===== config.mk =====
export PLATFORM = sky130hd
export DESIGN_NAME = uart_apb_scheduler
export DESIGN_NICKNAME = d
export VERILOG_FILES = /design/src/rtl/uart_apb_scheduler.sv
export SDC_FILE = /design/constraint.sdc
export NUM_CORES = 1
export LEC_CHECK = 0
export CORE_MARGIN = 3
export CORE_UTILIZATION = 39
export CTS_CLUSTER_SIZE = 25
export DETAILED_ROUTE_END_ITERATION = 12
export PLACE_DENSITY = 0.77
export SYNTH_ARGS = -nofsm -noshare
export SYNTH_HDL_FRONTEND = slang
export SYNTH_SLANG_ARGS = --single-unit

===== constraint.sdc =====
create_clock -name PCLK -period 1.87 [get_ports PCLK]
set_input_delay 0.2805 -clock PCLK [delete_from_list [all_inputs] [get_ports PCLK]]
set_output_delay 0.2805 -clock PCLK [all_outputs]
set_load 0.02 [all_outputs]

===== src/rtl/uart_apb_scheduler.sv =====
// APB master that polls a UART status register and schedules RX reads and
// round-robin TX writes from two byte requesters, with an ACCESS-phase timeout.
module uart_apb_scheduler #(
   parameter logic [3:0] ADDR_TXDATA = 4'h0,
   parameter logic [3:0] ADDR_RXDATA = 4'h4,
   parameter logic [3:0] ADDR_STATUS = 4'h8,
   parameter int         POLL_PERIOD = 16,
   parameter int         TIMEOUT     = 64
) (
   input  logic        PCLK,
   input  logic        PRESET,
   output logic [3:0]  PADDR,
   output logic        PSEL,
   output logic        PENABLE,
   output logic        PWRITE,
   output logic [31:0] PWDATA,
   input  logic [31:0] PRDATA,
   input  logic        PREADY,
   input  logic        tx0_valid,
   input  logic [7:0]  tx0_data,
   output logic        tx0_ready,
   input  logic        tx1_valid,
   input  logic [7:0]  tx1_data,
   output logic        tx1_ready,
   output logic        rx_valid,
   output logic [7:0]  rx_data,
   input  logic        rx_ready,
   output logic        err_timeout,
   output logic [2:0]  state_dbg
);

   // Handshakes: a byte moves on any cycle where valid && ready are both high
   // at the rising PCLK edge; the producer holds valid and data stable until then.

   localparam int TW = (TIMEOUT > 1) ? $clog2(TIMEOUT) : 1;

   typedef enum logic [2:0] {
      IDLE      = 3'd0,
      ST_SETUP  = 3'd1,
      ST_ACCESS = 3'd2,
      DECIDE    = 3'd3,
      RX_SETUP  = 3'd4,
      RX_ACCESS = 3'd5,
      TX_SETUP  = 3'd6,
      TX_ACCESS = 3'd7
   } state_t;

   state_t          state;
   logic [7:0]      poll_cnt;
   logic [TW-1:0]   to_cnt;
   logic [1:0]      status_q;
   logic            rx_room_q;
   logic            rr_ptr;
   logic            in_access;
   logic            any_tx;
   logic            gnt0;
   logic            gnt1;
   logic            rx_room;
   logic            unused_prdata;

   assign state_dbg     = state;
   assign in_access     = (state == ST_ACCESS) || (state == RX_ACCESS) || (state == TX_ACCESS);
   assign any_tx        = tx0_valid || tx1_valid;
   // rr_ptr=1 favours requester 1 when both are valid
   assign gnt1          = tx1_valid && (!tx0_valid || rr_ptr);
   assign gnt0          = tx0_valid && !gnt1;
   // The buffer counts as empty if it is being drained on this same edge
   assign rx_room       = !rx_valid || rx_ready;
   assign unused_prdata = ^PRDATA[31:8];

   always_ff @(posedge PCLK or posedge PRESET) begin
      if (PRESET) begin
         state       <= IDLE;
         PSEL        <= 1'b0;
         PENABLE     <= 1'b0;
         PWRITE      <= 1'b0;
         PADDR       <= 4'h0;
         PWDATA      <= 32'h0;
         tx0_ready   <= 1'b0;
         tx1_ready   <= 1'b0;
         rx_valid    <= 1'b0;
         rx_data     <= 8'h0;
         err_timeout <= 1'b0;
         poll_cnt    <= 8'h0;
         to_cnt      <= '0;
         status_q    <= 2'b00;
         rx_room_q   <= 1'b0;
         rr_ptr      <= 1'b0;
      end else begin
         err_timeout <= 1'b0;
         if (rx_valid && rx_ready) rx_valid <= 1'b0;

         if (in_access && !PREADY) begin
            // Slave stalled too long: drop the transfer, including any latched TX byte
            if (to_cnt == TW'(TIMEOUT - 1)) begin
               PSEL        <= 1'b0;
               PENABLE     <= 1'b0;
               PWRITE      <= 1'b0;
               PWDATA      <= 32'h0;
               err_timeout <= 1'b1;
               state       <= IDLE;
            end else begin
               to_cnt <= to_cnt + TW'(1);
            end
         end else begin
            case (state)
               IDLE: begin
                  if (any_tx || poll_cnt == 8'(POLL_PERIOD - 1)) begin
                     poll_cnt <= 8'h0;
                     PSEL     <= 1'b1;
                     PENABLE  <= 1'b0;
                     PADDR    <= ADDR_STATUS;
                     PWRITE   <= 1'b0;
                     PWDATA   <= 32'h0;
                     state    <= ST_SETUP;
                  end else begin
                     poll_cnt <= poll_cnt + 8'd1;
                  end
               end
               ST_SETUP: begin
                  PENABLE <= 1'b1;
                  to_cnt  <= '0;
                  state   <= ST_ACCESS;
               end
               ST_ACCESS: begin
                  PSEL      <= 1'b0;
                  PENABLE   <= 1'b0;
                  status_q  <= PRDATA[1:0];
                  rx_room_q <= rx_room;
                  state     <= DECIDE;
                  // Grant is issued here so the registered ready is high during DECIDE
                  if (!(PRDATA[0] && rx_room) && !PRDATA[1] && any_tx) begin
                     tx0_ready <= gnt0;
                     tx1_ready <= gnt1;
                     rr_ptr    <= gnt0;
                  end
               end
               DECIDE: begin
                  tx0_ready <= 1'b0;
                  tx1_ready <= 1'b0;
                  if (status_q[0] && rx_room_q) begin
                     PSEL   <= 1'b1;
                     PADDR  <= ADDR_RXDATA;
                     PWRITE <= 1'b0;
                     PWDATA <= 32'h0;
                     state  <= RX_SETUP;
                  end else if (!status_q[1] && (tx0_ready || tx1_ready)) begin
                     PSEL   <= 1'b1;
                     PADDR  <= ADDR_TXDATA;
                     PWRITE <= 1'b1;
                     PWDATA <= {24'h0, (tx0_ready ? tx0_data : tx1_data)};
                     state  <= TX_SETUP;
                  end else begin
                     state <= IDLE;
                  end
               end
               RX_SETUP: begin
                  PENABLE <= 1'b1;
                  to_cnt  <= '0;
                  state   <= RX_ACCESS;
               end
               RX_ACCESS: begin
                  PSEL     <= 1'b0;
                  PENABLE  <= 1'b0;
                  rx_valid <= 1'b1;
                  rx_data  <= PRDATA[7:0];
                  state    <= IDLE;
               end
               TX_SETUP: begin
                  PENABLE <= 1'b1;
                  to_cnt  <= '0;
                  state   <= TX_ACCESS;
               end
               TX_ACCESS: begin
                  PSEL    <= 1'b0;
                  PENABLE <= 1'b0;
                  PWRITE  <= 1'b0;
                  PWDATA  <= 32'h0;
                  state   <= IDLE;
               end
               default: state <= IDLE;
            endcase
         end
      end
   end

endmodule

## Word-level counts from Yosys, hierarchy flattened

Cells that the tools add are included.

- Memories: 0
- ROM bits: 0
- Bits in latches: 0
- Memory bits (writable): 0
- Input port bits: 54
- Register bits after elaboration: 72
- Word-level logic and storage cells: 121
- Output and inout port bits: 54

- Div/mod/pow operators: 0
- Add/subtract/negate cells: 2
- Bitwise gates (word level): 1
- Reduce and logical (&&, ||, !) cells: 44
- $mul: 0
- Order comparisons: 0
- Eq/ne operators: 16
- Muxes and demuxes: 42
- Shift operators: 0

Operator list:

| operator | count |
|---|---|
| 32-bit two-way mux | 5 |
| 32-bit case mux with 3 select lines | 1 |
| 3-bit case mux with 7 select lines | 1 |
| 6-bit two-way mux | 3 |
| 1-bit two-way mux | 16 |
| 8-bit two-way mux | 2 |
| 3-bit two-way mux | 5 |
| 3-bit == test, second input constant | 4 |
| 4-bit two-way mux | 3 |
| 4-bit AND reduction | 3 |
| 4-bit nonzero test | 3 |
| 2-bit AND reduction | 5 |
| 1-bit logical AND | 9 |
| 1-bit case mux with 3 select lines | 3 |
| 3-bit AND reduction | 3 |
| 8-bit by 1-bit adder with 8-bit output, second input constant | 1 |
| 8-bit by 4-bit == test with 1-bit output, second input constant | 1 |
| 4-bit case mux with 2 select lines | 1 |
| 1-bit logical NOT | 7 |
| 1-bit logical OR | 7 |
| 6-bit by 1-bit adder with 6-bit output, second input constant | 1 |
| 3-bit by 2-bit == test with 1-bit output, second input constant | 2 |
| 6-bit == test, second input constant | 1 |
| 3-bit inequality test, second input constant | 2 |
| 10 further kinds | 16 |

## Logic depth before layout (Yosys ltp)

- Depth in word-level cells: 8
- Depth in mapped cells: 6
- Depth with buffers taken out: 5

## Worst setup path after synthesis

OpenSTA, ideal clock, no wires.

- Path kind: register to register
- From: reg poll_cnt[0]
- To: reg PADDR[3]
- Data arrival time: 1.751 ns
- Stages on the path, launching flop included: 6
- Library setup time: 0.121 ns
- Buffers on the path: 0
- Setup slack: -0.002 ns
- Clock period less this slack: 1.872 ns
- Data required time: 1.749 ns
- Cells stage by stage: dfrtp_1 -> ha_1 -> and4b_1 -> a2111oi_4 -> nor4b_1 -> o22a_1

- Cells in the longest elaborated chain, start to end: 4

RTL lines:

| element | line | text |
|---|---|---|
| from (decl) | 49 | `logic [7:0] poll_cnt;` |
| from (signal assigned) | 117 | `poll_cnt <= poll_cnt + 8'd1;` |
| 8-bit by 4-bit == test with 1-bit output | 108 | `if (any_tx \|\| poll_cnt == 8'(POLL_PERIOD - 1)) begin` |
| 1-bit logical OR | 108 |  |
| 2-bit inequality test (no line) | - |  |
| 4-bit AND reduction (no line) | - |  |
| to (signal assigned) | 112 | `PADDR <= ADDR_STATUS;` |
| to (signal assigned) | 143 | `PADDR <= ADDR_RXDATA;` |
| to (signal assigned) | 149 | `PADDR <= ADDR_TXDATA;` |
| to (decl) | 12 | `output logic [3:0] PADDR,` |

No other way between the ends.
A chain may end at the register's enable or synchronous reset.

## Worst setup path in the final report

- From: reg poll_cnt[1]
- To: reg PADDR[3]

The elaborated chain is that of the path after synthesis.

==> results by group <==
Run status
  – Outcome: finished, final reports clean

Worst setup path
  – Data arrival time of the critical path: 1.99 ns
  – Worst Path Max Fanout: 4
  – FF-to-FF setup slack: 0.07 ns
  – Terminus of the critical flop-to-flop path: PADDR[3]
  – Startpoint type of the worst setup path: flop
  – Startpoint-to-endpoint class of the critical path: flop to flop
  – Data required time at the worst endpoint: 2.06 ns
  – Reg2reg path depth: 7
  – CP Capture Type: flop
  – FF-to-FF Start: poll_cnt[1]

Global route
  – Met2 routing resource usage after global routing: 0.270
  – Maximum number of pins on one net before global-route repair: 28
  – Most utilized layer in the global route result: met2
  – Total global-route track usage: 0.161
  – Number of antenna violations at the first check in global routing: 0
  – First-pass GRT wire length: 9610 um
  – Number of global-route vias before repair: 2133
  – GRT Residual Overflow: 0
  – GRT met3 Usage: 0.0435
  – Met1 demand-to-capacity share in global routing: 0.204

Pwr
  – Power density over the cells: 1300 nW/um^2
  – Static power due to leakage: 1.52 nW
  – Maximum VDD drop: 0.813 mV
  – Power Total: 0.00455 W

Cells and area
  – Share of final-layout standard cells stronger than drive strength 1: 0.193
  – Area used by multi-input combinational logic: 1230 sq um
  – Commonest non-fill, non-tap cells in the layout: sky130_fd_sc_hd__clkdlybuf4s50_1 (57), sky130_fd_sc_hd__dfrtp_1 (46), sky130_fd_sc_hd__buf_4 (32)
  – Most frequent standard cell in the layout excluding fill and tap cells: sky130_fd_sc_hd__clkdlybuf4s50_1
  – Register area: 1150 sq um
  – Number of diodes added for antenna fixing: 0
  – P&R area growth vs syn: 37.7%
  – Core occupancy in the finished layout: 0.573
  – Fillers: 519
  – Total Nets Final: 392

Routing
  – Final Routed Wirelength: 5750 um
  – Initial DRT Pass Iterations: 4
  – Via total after detailed routing: 2141
  – DRC: 0
  – Ratio of routed vias to standard cells: 5.20
  – Wire per inst: 13.9 um
  – Violation count after the first detailed-route iteration: 114
  – DRT antenna net count: 0

Clocking
  – Clock Pin Slew Worst Setup and Hold Paths: 0.08 ns
  – Clock Tree Root: sky130_fd_sc_hd__clkbuf_8
  – Number of sinks handled by clock tree synthesis: 46
  – Total CTS buffers: 5
  – Clock buffer depth: 2
  – Later-pin clock latency in the skew report: 0.30 ns
  – Number of levels the H-tree was split into: 2
  – Hold buffers post-CTS: 0
  – CTS tree: yes

Synthesis
  – Count of flip-flops with a built-in enable after synthesis: 0
  – Post-synthesis sequential area ratio: 0.451
  – Simple logic cell fraction of the synthesized area: 0.155
  – Top area cells in the synthesized netlist: sky130_fd_sc_hd__dfrtp_1 (45%), sky130_fd_sc_hd__buf_4 (7.9%), sky130_fd_sc_hd__mux2_2 (5.3%)
  – Main flop type after synthesis: sky130_fd_sc_hd__dfrtp_1
  – Compound-Gate Fraction of Synth Area: 0.178
  – Average size of a mapped cell: 10.3 sq um
  – Area share of the largest cell type after synthesis: 0.451
  – Library cell occupying the most area in the post-synthesis netlist: sky130_fd_sc_hd__dfrtp_1
  – Post-synthesis mux area share: 0.0883
  – XOR/XNOR Fraction of Synth Area: 0.00343
  – Cell area after synthesis: 2550 sq um
  – Largest family of logic cells by synthesized area: compound AO/OA/AOI/OAI gates
  – Share of synthesized flip-flops with an asynchronous set or reset: 1.00
  – Distinct cells, synth: 56
  – Warning count from the yosys run: 0
  – Post-synthesis share of cell area spent on full adders, half adders and majority gates: 0.00981
  – Synthesized instance count: 248
  – Post-synthesis register bit count: 46

Flow run
  – Max-cap violations: 0

Floorplanning
  – Die outline width: 86.9 um
  – Top-level I/O count: 108
  – Cell row count: 28
  – Core area: 6130 sq um
  – Starting Density: 0.416
  – Full die area: 7540 sq um
  – Die Y: 86.9 um

Timing
  – Sum of negative setup slack: 0 ns
  – Final hold violation count: 0
  – Final setup violation count: 0
  – Fmax achieved: 0.555 GHz
  – Number of max-slew violations in the final report: 0
  – Final worst path period share: 0.963
  – RSZ-0062 raised after global routing: yes
  – Final hold slack: 0.321 ns
  – Minimum clock period after layout: 1.80 ns
  – Final worst clock skew: 0.00521 ns

Hold path
  – Classification of the worst-slack hold path: input pin to asynchronous set/reset pin

Place
  – Number of port buffers: 57
  – Global placement routability congestion: 0.866
  – Hpwl dp: 4390 um
state kept, by name (all words and copies together), names as in the netlist:
signal / flops
PWDATA: 8
poll_cnt: 8
rx_data: 8
to_cnt: 6
state_dbg: 3
PADDR: 2
status_q: 2
PENABLE: 1
PSEL: 1
PWRITE: 1
err_timeout: 1
rr_ptr: 1
rx_room_q: 1
rx_valid: 1
tx0_ready: 1
tx1_ready: 1
cell families after synthesis:
kind of cell / after synthesis
flip-flops: 46
XOR/XNOR: 1
AO/OA/AOI/OAI: 63
multiplexers: 21
buffers and inverters: 45
adder cells (fa/ha/maj): 2
other: 1
AND/OR/NAND/NOR: 69
layout make-up:
class                   instances  area share
clock buffers                   6      0.0235
clock inverters                 2      0.0171
inverters                       9     0.00962
multi-input cells             182       0.350
flip-flops and latches         46       0.328
well taps                      75      0.0267
repair buffers                 92       0.245
metal layers:
layer	up-vias	part of all wire
met5	-	0
met4	0	0.014
met3	10	0.070
met2	77	0.49
met1	1023	0.42
li1	1031	-
repair_timing:
action                     in CTS  in global routing
setup buffers                   3                  1
gates resized for setup         5                  4
setup endpoints to repair       9                 17
pin swaps                       5                  3
where the power goes:
group	switching, W	total [W]	internal [W]
clock network	0.000324	0.000894	0.000570
registers	0.000151	0.00141	0.00126
logic	0.00117	0.00225	0.00108
worst max path at each step:
| stage | startpoint | end | slack [ns] | depth (start not counted) |
|---|---|---|---|---|
| 2_1_floorplan | state_dbg[0] | PADDR[3] | 0.02 | 5 |
| 3_3_place_gp | tx1_valid | poll_cnt[4] | -0.09 | 5 |
| 3_5_place_dp | tx1_valid | rr_ptr | -0.15 | 5 |
| 4_1_cts | poll_cnt[1] | PADDR[3] | -0.0002 | 7 |
| 5_1_grt | poll_cnt[1] | state_dbg[1] | -0.01 | 7 |
| 6_report | poll_cnt[1] | PADDR[3] | 0.07 | 7 |
Yosys cell counts (all sizes together) (2+ instances only):
master,number
a2111oi,2
a21boi,2
a21oi,8
a22o,4
and2,5
and3,2
buf,31
clkbuf,5
dfrtp,46
ha,2
inv,9
mux2,12
mux2i,9
nand2,22
nand2b,5
nand3,8
nor2,6
nor2b,2
nor3,4
nor3b,2
o211ai,2
o21a,2
o21ai,14
o221ai,2
o22ai,9
o2bb2ai,3
o31ai,4
or3,3
or4,4
stage by stage:
stage               worst slack (ns)  cell area, sq um  std cells
finish                        0.0691              3510        412
global route                 -0.0123              3510        412
floorplan                     0.0161              2640        273
global placement             -0.0907              3320        401
detailed placement            -0.146              3320        401
CTS                        -0.000212              3500        411
critical path, cell delays in order, from the launching register on:
cell and delay (ns):
sky130_fd_sc_hd__dfrtp_1 0.39, sky130_fd_sc_hd__ha_2 0.19, sky130_fd_sc_hd__and4b_2 0.23, sky130_fd_sc_hd__a2111oi_4 0.39, sky130_fd_sc_hd__buf_12 0.16, sky130_fd_sc_hd__nor4b_2 0.04
sky130_fd_sc_hd__buf_4 0.14, sky130_fd_sc_hd__o22a_1 0.15
Power figures use the tool's default switching activity.
